===== config.mk =====
export PLATFORM = sky130hd
export DESIGN_NAME = sdr_cmd_phy
export DESIGN_NICKNAME = d
export VERILOG_FILES = /design/src/rtl/sdr_cmd_phy.sv
export SDC_FILE = /design/constraint.sdc
export NUM_CORES = 1
export LEC_CHECK = 0
export ABC_CLOCK_PERIOD_IN_PS = 2500
export CORE_ASPECT_RATIO = 0.75
export CORE_MARGIN = 2
export CORE_UTILIZATION = 40
export CTS_CLUSTER_SIZE = 30
export DETAILED_ROUTE_END_ITERATION = 10
export GPL_ROUTABILITY_DRIVEN = 1
export PLACE_DENSITY = 0.73
export SYNTH_ARGS = -nofsm -noshare
export SYNTH_HDL_FRONTEND = slang
export SYNTH_SLANG_ARGS = --single-unit

===== constraint.sdc =====
create_clock -name clk -period 2.5 [get_ports clk]
set_input_delay 0.625 -clock clk [delete_from_list [all_inputs] [get_ports clk]]
set_output_delay 0.625 -clock clk [all_outputs]
set_load 0.02 [all_outputs]

===== src/rtl/sdr_cmd_phy.sv =====
// SDR SDRAM command/data PHY: registers one accepted command onto the pins, enforces
// per-command gaps, and returns read data. Optional SDR_RD_REG_EN adds a dq input register.
module sdr_cmd_phy #(
    parameter int ADDR_BITS = 13,
    parameter int BA_BITS   = 2,
    parameter int DQ_BITS   = 16,
    parameter int DM_BITS   = DQ_BITS / 8,
    parameter int CAS_LAT   = 3,
    parameter int T_RCD     = 2,
    parameter int T_RP      = 2,
    parameter int T_RFC     = 7,
    parameter int T_WR      = 2,
    parameter int T_MRD     = 2
) (
    input  logic                 clk,
    input  logic                 rst_n,
    input  logic                 cmd_valid,
    output logic                 cmd_ready,
    input  logic [2:0]           cmd_op,
    input  logic [ADDR_BITS-1:0] cmd_addr,
    input  logic [BA_BITS-1:0]   cmd_ba,
    input  logic [DQ_BITS-1:0]   cmd_wdata,
    input  logic [DM_BITS-1:0]   cmd_wmask,
    output logic                 rd_valid,
    output logic [DQ_BITS-1:0]   rd_data,
    output logic                 sdr_cke,
    output logic                 sdr_cs_n,
    output logic                 sdr_ras_n,
    output logic                 sdr_cas_n,
    output logic                 sdr_we_n,
    output logic [ADDR_BITS-1:0] sdr_addr,
    output logic [BA_BITS-1:0]   sdr_ba,
    output logic [DM_BITS-1:0]   sdr_dqm,
    output logic [DQ_BITS-1:0]   sdr_dq_o,
    output logic                 sdr_dq_oe,
    input  logic [DQ_BITS-1:0]   sdr_dq_i
);
    localparam logic [2:0] OP_ACT   = 3'd1;
    localparam logic [2:0] OP_READ  = 3'd2;
    localparam logic [2:0] OP_WRITE = 3'd3;
    localparam logic [2:0] OP_PRE   = 3'd4;
    localparam logic [2:0] OP_REF   = 3'd5;
    localparam logic [2:0] OP_MRS   = 3'd6;

    typedef enum logic [1:0] {ST_RESET, ST_IDLE, ST_WAIT} state_t;

    state_t                 state_q, state_d;
    logic [7:0]             gap_cnt_q;
    logic                   accept;
    logic                   rd_busy;
    logic                   pipe_busy;
    logic                   cap_vld;
    logic [DQ_BITS-1:0]     cap_data;
    logic                   vld_p0;
    logic [CAS_LAT-1:0]     vld_sh_p1;

    function automatic logic [3:0] pin_code(input logic [2:0] op);
        case (op)
            OP_ACT:   pin_code = 4'b0011;
            OP_READ:  pin_code = 4'b0101;
            OP_WRITE: pin_code = 4'b0100;
            OP_PRE:   pin_code = 4'b0010;
            OP_REF:   pin_code = 4'b0001;
            OP_MRS:   pin_code = 4'b0000;
            default:  pin_code = 4'b0111;
        endcase
    endfunction

    function automatic logic [7:0] gap_of(input logic [2:0] op);
        case (op)
            OP_ACT:   gap_of = 8'(T_RCD - 1);
            OP_WRITE: gap_of = 8'(T_WR - 1);
            OP_PRE:   gap_of = 8'(T_RP - 1);
            OP_REF:   gap_of = 8'(T_RFC - 1);
            OP_MRS:   gap_of = 8'(T_MRD - 1);
            default:  gap_of = 8'd0;
        endcase
    endfunction

    // WRITE is held off while read data may still be returning on the shared dq bus
    assign cmd_ready = (state_q == ST_IDLE) && !((cmd_op == OP_WRITE) && rd_busy);
    assign accept    = cmd_valid && cmd_ready;
    assign rd_busy   = vld_p0 || (|vld_sh_p1) || pipe_busy;

    always_comb begin
        state_d = state_q;
        case (state_q)
            ST_RESET: if (sdr_cke) state_d = ST_IDLE;
            ST_IDLE:  if (accept && (gap_of(cmd_op) != 8'd0)) state_d = ST_WAIT;
            ST_WAIT:  if (gap_cnt_q == 8'd1) state_d = ST_IDLE;
            default:  state_d = ST_RESET;
        endcase
    end

    always_ff @(posedge clk) begin
        if (!rst_n) begin
            state_q   <= ST_RESET;
            gap_cnt_q <= 8'd0;
        end else begin
            state_q <= state_d;
            if (accept)
                gap_cnt_q <= gap_of(cmd_op);
            else if (gap_cnt_q != 8'd0)
                gap_cnt_q <= gap_cnt_q - 8'd1;
        end
    end

    // Pin stage: command is visible for exactly the cycle after the handshake edge
    always_ff @(posedge clk) begin
        if (!rst_n) begin
            sdr_cke   <= 1'b0;
            {sdr_cs_n, sdr_ras_n, sdr_cas_n, sdr_we_n} <= 4'b1111;
            sdr_addr  <= '0;
            sdr_ba    <= '0;
            sdr_dqm   <= '1;
            sdr_dq_o  <= '0;
            sdr_dq_oe <= 1'b0;
            vld_p0    <= 1'b0;
        end else begin
            sdr_cke <= 1'b1;
            vld_p0  <= accept && (cmd_op == OP_READ);
            if (accept) begin
                {sdr_cs_n, sdr_ras_n, sdr_cas_n, sdr_we_n} <= pin_code(cmd_op);
                sdr_addr  <= cmd_addr;
                sdr_ba    <= cmd_ba;
                sdr_dq_oe <= (cmd_op == OP_WRITE);
                if (cmd_op == OP_WRITE) begin
                    sdr_dqm  <= ~cmd_wmask;
                    sdr_dq_o <= cmd_wdata;
                end else if (cmd_op == OP_READ) begin
                    sdr_dqm <= '0;
                end else begin
                    sdr_dqm <= '1;
                end
            end else begin
                {sdr_cs_n, sdr_ras_n, sdr_cas_n, sdr_we_n} <= 4'b0111;
                sdr_dqm   <= '1;
                sdr_dq_oe <= 1'b0;
            end
        end
    end

    // CAS latency tracking: bit CAS_LAT-1 marks the edge where read data is on dq
    always_ff @(posedge clk) begin
        if (!rst_n)
            vld_sh_p1 <= '0;
        else
            vld_sh_p1 <= {vld_sh_p1[CAS_LAT-2:0], vld_p0};
    end

`ifdef SDR_RD_REG_EN
    logic               vld_p2, vld_p3;
    logic [DQ_BITS-1:0] dq_p2, dq_p3;

    always_ff @(posedge clk) begin
        if (!rst_n) begin
            vld_p2 <= 1'b0;
            vld_p3 <= 1'b0;
            dq_p2  <= '0;
            dq_p3  <= '0;
        end else begin
            vld_p2 <= vld_sh_p1[CAS_LAT-1];
            vld_p3 <= vld_p2;
            dq_p2  <= sdr_dq_i;
            dq_p3  <= dq_p2;
        end
    end

    assign cap_vld   = vld_p3;
    assign cap_data  = dq_p3;
    assign pipe_busy = vld_p2 || vld_p3;
`else
    logic               vld_p2;
    logic [DQ_BITS-1:0] dq_p2;

    always_ff @(posedge clk) begin
        if (!rst_n) begin
            vld_p2 <= 1'b0;
            dq_p2  <= '0;
        end else begin
            vld_p2 <= vld_sh_p1[CAS_LAT-1];
            dq_p2  <= sdr_dq_i;
        end
    end

    assign cap_vld   = vld_p2;
    assign cap_data  = dq_p2;
    assign pipe_busy = vld_p2;
`endif

    // Read return stage
    always_ff @(posedge clk) begin
        if (!rst_n) begin
            rd_valid <= 1'b0;
            rd_data  <= '0;
        end else begin
            rd_valid <= cap_vld;
            if (cap_vld)
                rd_data <= cap_data;
        end
    end
endmodule


Word-level counts from Yosys, hierarchy flattened
Index checks and enable logic that the tools add are counted.
{ "totals": {"out_inout_bits": 57, "regBits": 87, "wordCells": 62} }
{ "op_classes": {"reduce_logical": 17, "n_eq_ne": 12, "muxes": 13, "n_bitwise": 1, "add_sub_neg": 1} }
{ "ops": {"columns": ["op", "n"], "rows": [
  ["$mux 8", 3],
  ["$pmux 3 s6", 1],
  ["$reduce_bool 8->1", 2],
  ["$mux 2", 5],
  ["$eq 3x3->1 const B", 3],
  ["$eq 8x1->1 const B", 1],
  ["$sub 8x1->8 const B", 1],
  ["$eq 3x2->1 const B", 2],
  ["$pmux 2 s3", 1],
  ["$pmux 3 s2", 1],
  ["$logic_and 1x1->1", 5],
  ["$ne 2x2->1 const B", 2],
  ["$reduce_and 2->1", 2],
  ["$reduce_or 4->1", 1],
  ["$eq 3x1->1 const B", 1],
  ["$reduce_and 3->1", 1],
  ["$reduce_or 3->1", 1],
  ["$eq 2x1->1 const B", 1],
  ["$eq 2x2->1 const B", 1],
  ["$logic_not 2->1", 1],
  ["$logic_or 1x1->1", 2],
  ["$mux 1", 2],
  ["$ne 2x1->1 const B", 1],
  ["$not 2->2", 1],
  ["2 further kinds", 2]
]} }

Logic depth before layout (Yosys ltp)
{ "logic_depth": {"word_depth": 10, "mapped_depth": 7, "depth_no_buf": 6} }

Least setup slack after synthesis
Ideal clock, no wire load.
{ "synth_timing": {"kind": "input port to output port", "startpoint": "in cmd_op[0]", "endpoint": "out cmd_ready", "t_required_ps": 1875, "stages": 4, "slack_ps": 336, "arrival_ps": 1539, "path_cell_list": "buf_2 nand3b_1 a21oi_1 nor3b_1"} }
{ "synth_between": {"elab_chain_cells": 4} }
{ "synth_lines": {"columns": ["item", "line", "rtl"], "rows": [
  ["from (decl)", "19", "input logic [2:0] cmd_op,"],
  ["$eq 3x2->1", "81", "assign cmd_ready = (state_q == ST_IDLE) && !((cmd_op == OP_WRITE) && rd_busy);"],
  ["$logic_and 1x1->1", "81", null],
  ["$logic_not 1->1", "81", null],
  ["$logic_and 1x1->1", "81", null],
  ["to (decl)", "18", "output logic cmd_ready,"]
]} }
Every way passes these cells.

Final worst setup path
{ "layout_timing": {"startpoint": "in cmd_op[2]", "endpoint": "out cmd_ready"} }
The elaborated chain is that of the path after synthesis.

==> flow_summary.toml <==
[run_status]
outcome = "finished, final reports clean"

[logic_synthesis]
ys.warnings.count = 0
syn-instance-count = 282
postSynth.asyncResetShare_pct = 0
synth_nets = 339
ys.flop_type = "dfxtp_1"
syn_avg_cell_area_um2 = 10.87
synth_area_um2 = 3064
synth_seq_cells = 87
synth_cell_types = 46
ys_seq_area_share_pct = 56.84
synth-edff-count = 0

[cts]
root_buffer = "clkbuf_8"
postCtsSetupRepairBufs = 0
cts_tree = "done"
clk_path_buf_depth = 2
clock-sinks = 87
cts_buffers = 9
htreeDepth = 3
insertion_delay_ns = 0.36
cts-hold-fix-buffers = 0
clk_pin_slew_ns = 0.08

[final_layout]
final_cell_mix = "clkdlybuf4s50_1, dfxtp_1, nor2_1, mux2i_1, and2_1"
final_cells = 505
layout_commonest_cell = "clkdlybuf4s50_1"
diodes = 0
fin_nets = 456
area_delta_synth_final_pct = 46.84
layout-drive-gt1-share_pct = 8.416
fillers = 615

[timing]
worst_pin_slew_ns = 0.5746
fin_tns_setup_ns = 0
period_share_pct = 94.26
hold_viol_final = 0
maxSlewHeadroom_pct = 61.70
fmax_ghz = 0.4243
clock_skew_ns = 0.006050
hold-worst-slack_ns = 0.4700
rsz0062_at_grt = "no"
setup_viol = 0
layout_setup_ws_ns = 0.1434
min_period_ns = 2.357
drv_slew = 0

[global_route]
grt_pass1_vias = 2493
grt.overflow.total = 0
globalRouteTotalUtil_pct = 17.56
grt_pass1_wl_um = 11650
antenna_found_initial = 0
grt_max_degree = 36

[floorplanning]
placementRows = 27
die-area_um2 = 8384
die_h_um = 79.80
fp.dieW_um = 105.1
ios = 112
initial_core_util_pct = 41.42
coreArea_um2 = 7398

[placed_design]
port_buffers = 111
dp.cells = 489
pre_cts_slack_ns = -0.2764
dp_hpwl_um = 4933
gp_congestion = 0.8592

[job]
cap_viol_max_count = 0

[route]
routed_wirelength_um = 6942
drc = 0
drt_iter0_drc = 94
drt_first_pass_iters = 4
avgRoutedWirePerCell_um = 13.75
routed_via_density = 4.756
drtAntennaViolNets = 0
vias = 2402

[worst_setup_path]
crit_type = "primary input to output pin"
path_max_fanout = 2
r2r_cells = 4
regToRegSetupSlack_ns = 0.63
crit_arrival_ns = 1.73
r2r_end = "sdr_addr[10]"
crit_path_start_kind = "primary input"
cp-end-kind = "output pin"
required_ns = 1.88
rr_startpoint = "state_q[1]"

[worst_hold_path]
hold_end = "rd_data[4]"
hp-start = "cap_data[4]"
min_path_cells = 2
hold_class = "flip-flop to flip-flop"

[power]
p_per_area_nw_per_um2 = 723.7
cellLeakagePower_nw = 1.811
ir_drop_mv = 0.3943
## layer usage
metal  up-vias  part of all wire, %  GRT usage [%]
met3        10                  7.4          6.857
met5         -                    0              0
met1      1129                   44          20.34
met2        64                   48          30.00
met4         0                  1.1          5.733
li1       1199                    -              -
## synth_stat cells, types with 3 or more instances
master	number	area share, %
nand2_1	5	0.61
o21ai_1	4	0.65
buf_2	3	0.49
nor2_1	38	4.7
nor3_1	5	0.82
clkbuf_1	4	0.49
a22o_1	16	4.6
inv_1	4	0.49
or3_1	3	0.61
and2_1	22	4.5
mux2i_1	32	10
dfxtp_1	87	57
a21oi_1	11	1.8
buf_6	4	1.5
## state kept, by name (all words and copies together) (netlist names)
register and cells:
sdr_ba 2, sdr_dqm 2, sdr_dq_o 16, gap_cnt_q 8
sdr_ras_n 1, cap_vld 1, rd_valid 1, vld_sh_p1 3
rd_data 16, state_q 2, sdr_cs_n 1, sdr_cke 1
sdr_we_n 1, cap_data 16, sdr_cas_n 1, sdr_dq_oe 1
vld_p0 1, sdr_addr 13
## final cells by class
type | instances | area, um^2 | share of cell area (%)
well taps | 101 | 126.4 | 2.809
flip-flops and latches | 87 | 1742 | 38.71
multi-input cells | 175 | 1200 | 26.67
clock buffers | 9 | 123.9 | 2.753
repair buffers | 121 | 1194 | 26.53
inverters | 5 | 18.77 | 0.4171
clock inverters | 7 | 95.09 | 2.113
## timing repair
item                                   4_1_cts  5_1_grt
setup endpoints to repair                    1        1
endpoints found under the hold margin        0        0
gates resized for setup                      1        3
## critical path, cell delays in order
cell,delay (ns)
clkdlybuf4s50_1,0.49
nand3b_1,0.14
a21oi_1,0.08
nor3b_1,0.19
clkbuf_2,0.20
## metrics by stage
| stage | power (mW) | utilization [%] | instance area (um^2) |
|---|---|---|---|
| 4_1_cts | 3.286 | 60.87 | 4503 |
| 6_report | 3.256 | 60.82 | 4499 |
| 3_5_place_dp | 2.212 | 57.92 | 4285 |
| 2_1_floorplan | 2.000 | - | 3064 |
| 5_1_grt | 3.424 | 60.82 | 4499 |
| 3_3_place_gp | 2.195 | 57.92 | 4285 |
## cells by family after synthesis
kind of cell	synth area share [%]
multiplexers	10.45
XOR/XNOR	1.144
adder cells (fa/ha/maj)	0.8165
buffers and inverters	4.001
AND/OR/NAND/NOR	17.11
AO/OA/AOI/OAI	9.636
flip-flops	56.84
## worst max path at each step
stage,from,to,cells past startpoint
3_5_place_dp,cmd_op[2],cmd_ready,5
3_3_place_gp,cmd_op[2],cmd_ready,5
2_1_floorplan,cmd_op[0],cmd_ready,4
4_1_cts,cmd_op[2],cmd_ready,5
6_report,cmd_op[2],cmd_ready,5
5_1_grt,cmd_op[2],cmd_ready,5
## report_power, final
| part | internal [mW] | switching [mW] |
|---|---|---|
| registers | 1.47 | 0.0936 |
| logic | 0.325 | 0.294 |
| clock network | 0.566 | 0.505 |
Note: power is estimated with default switching activity, not from simulation.
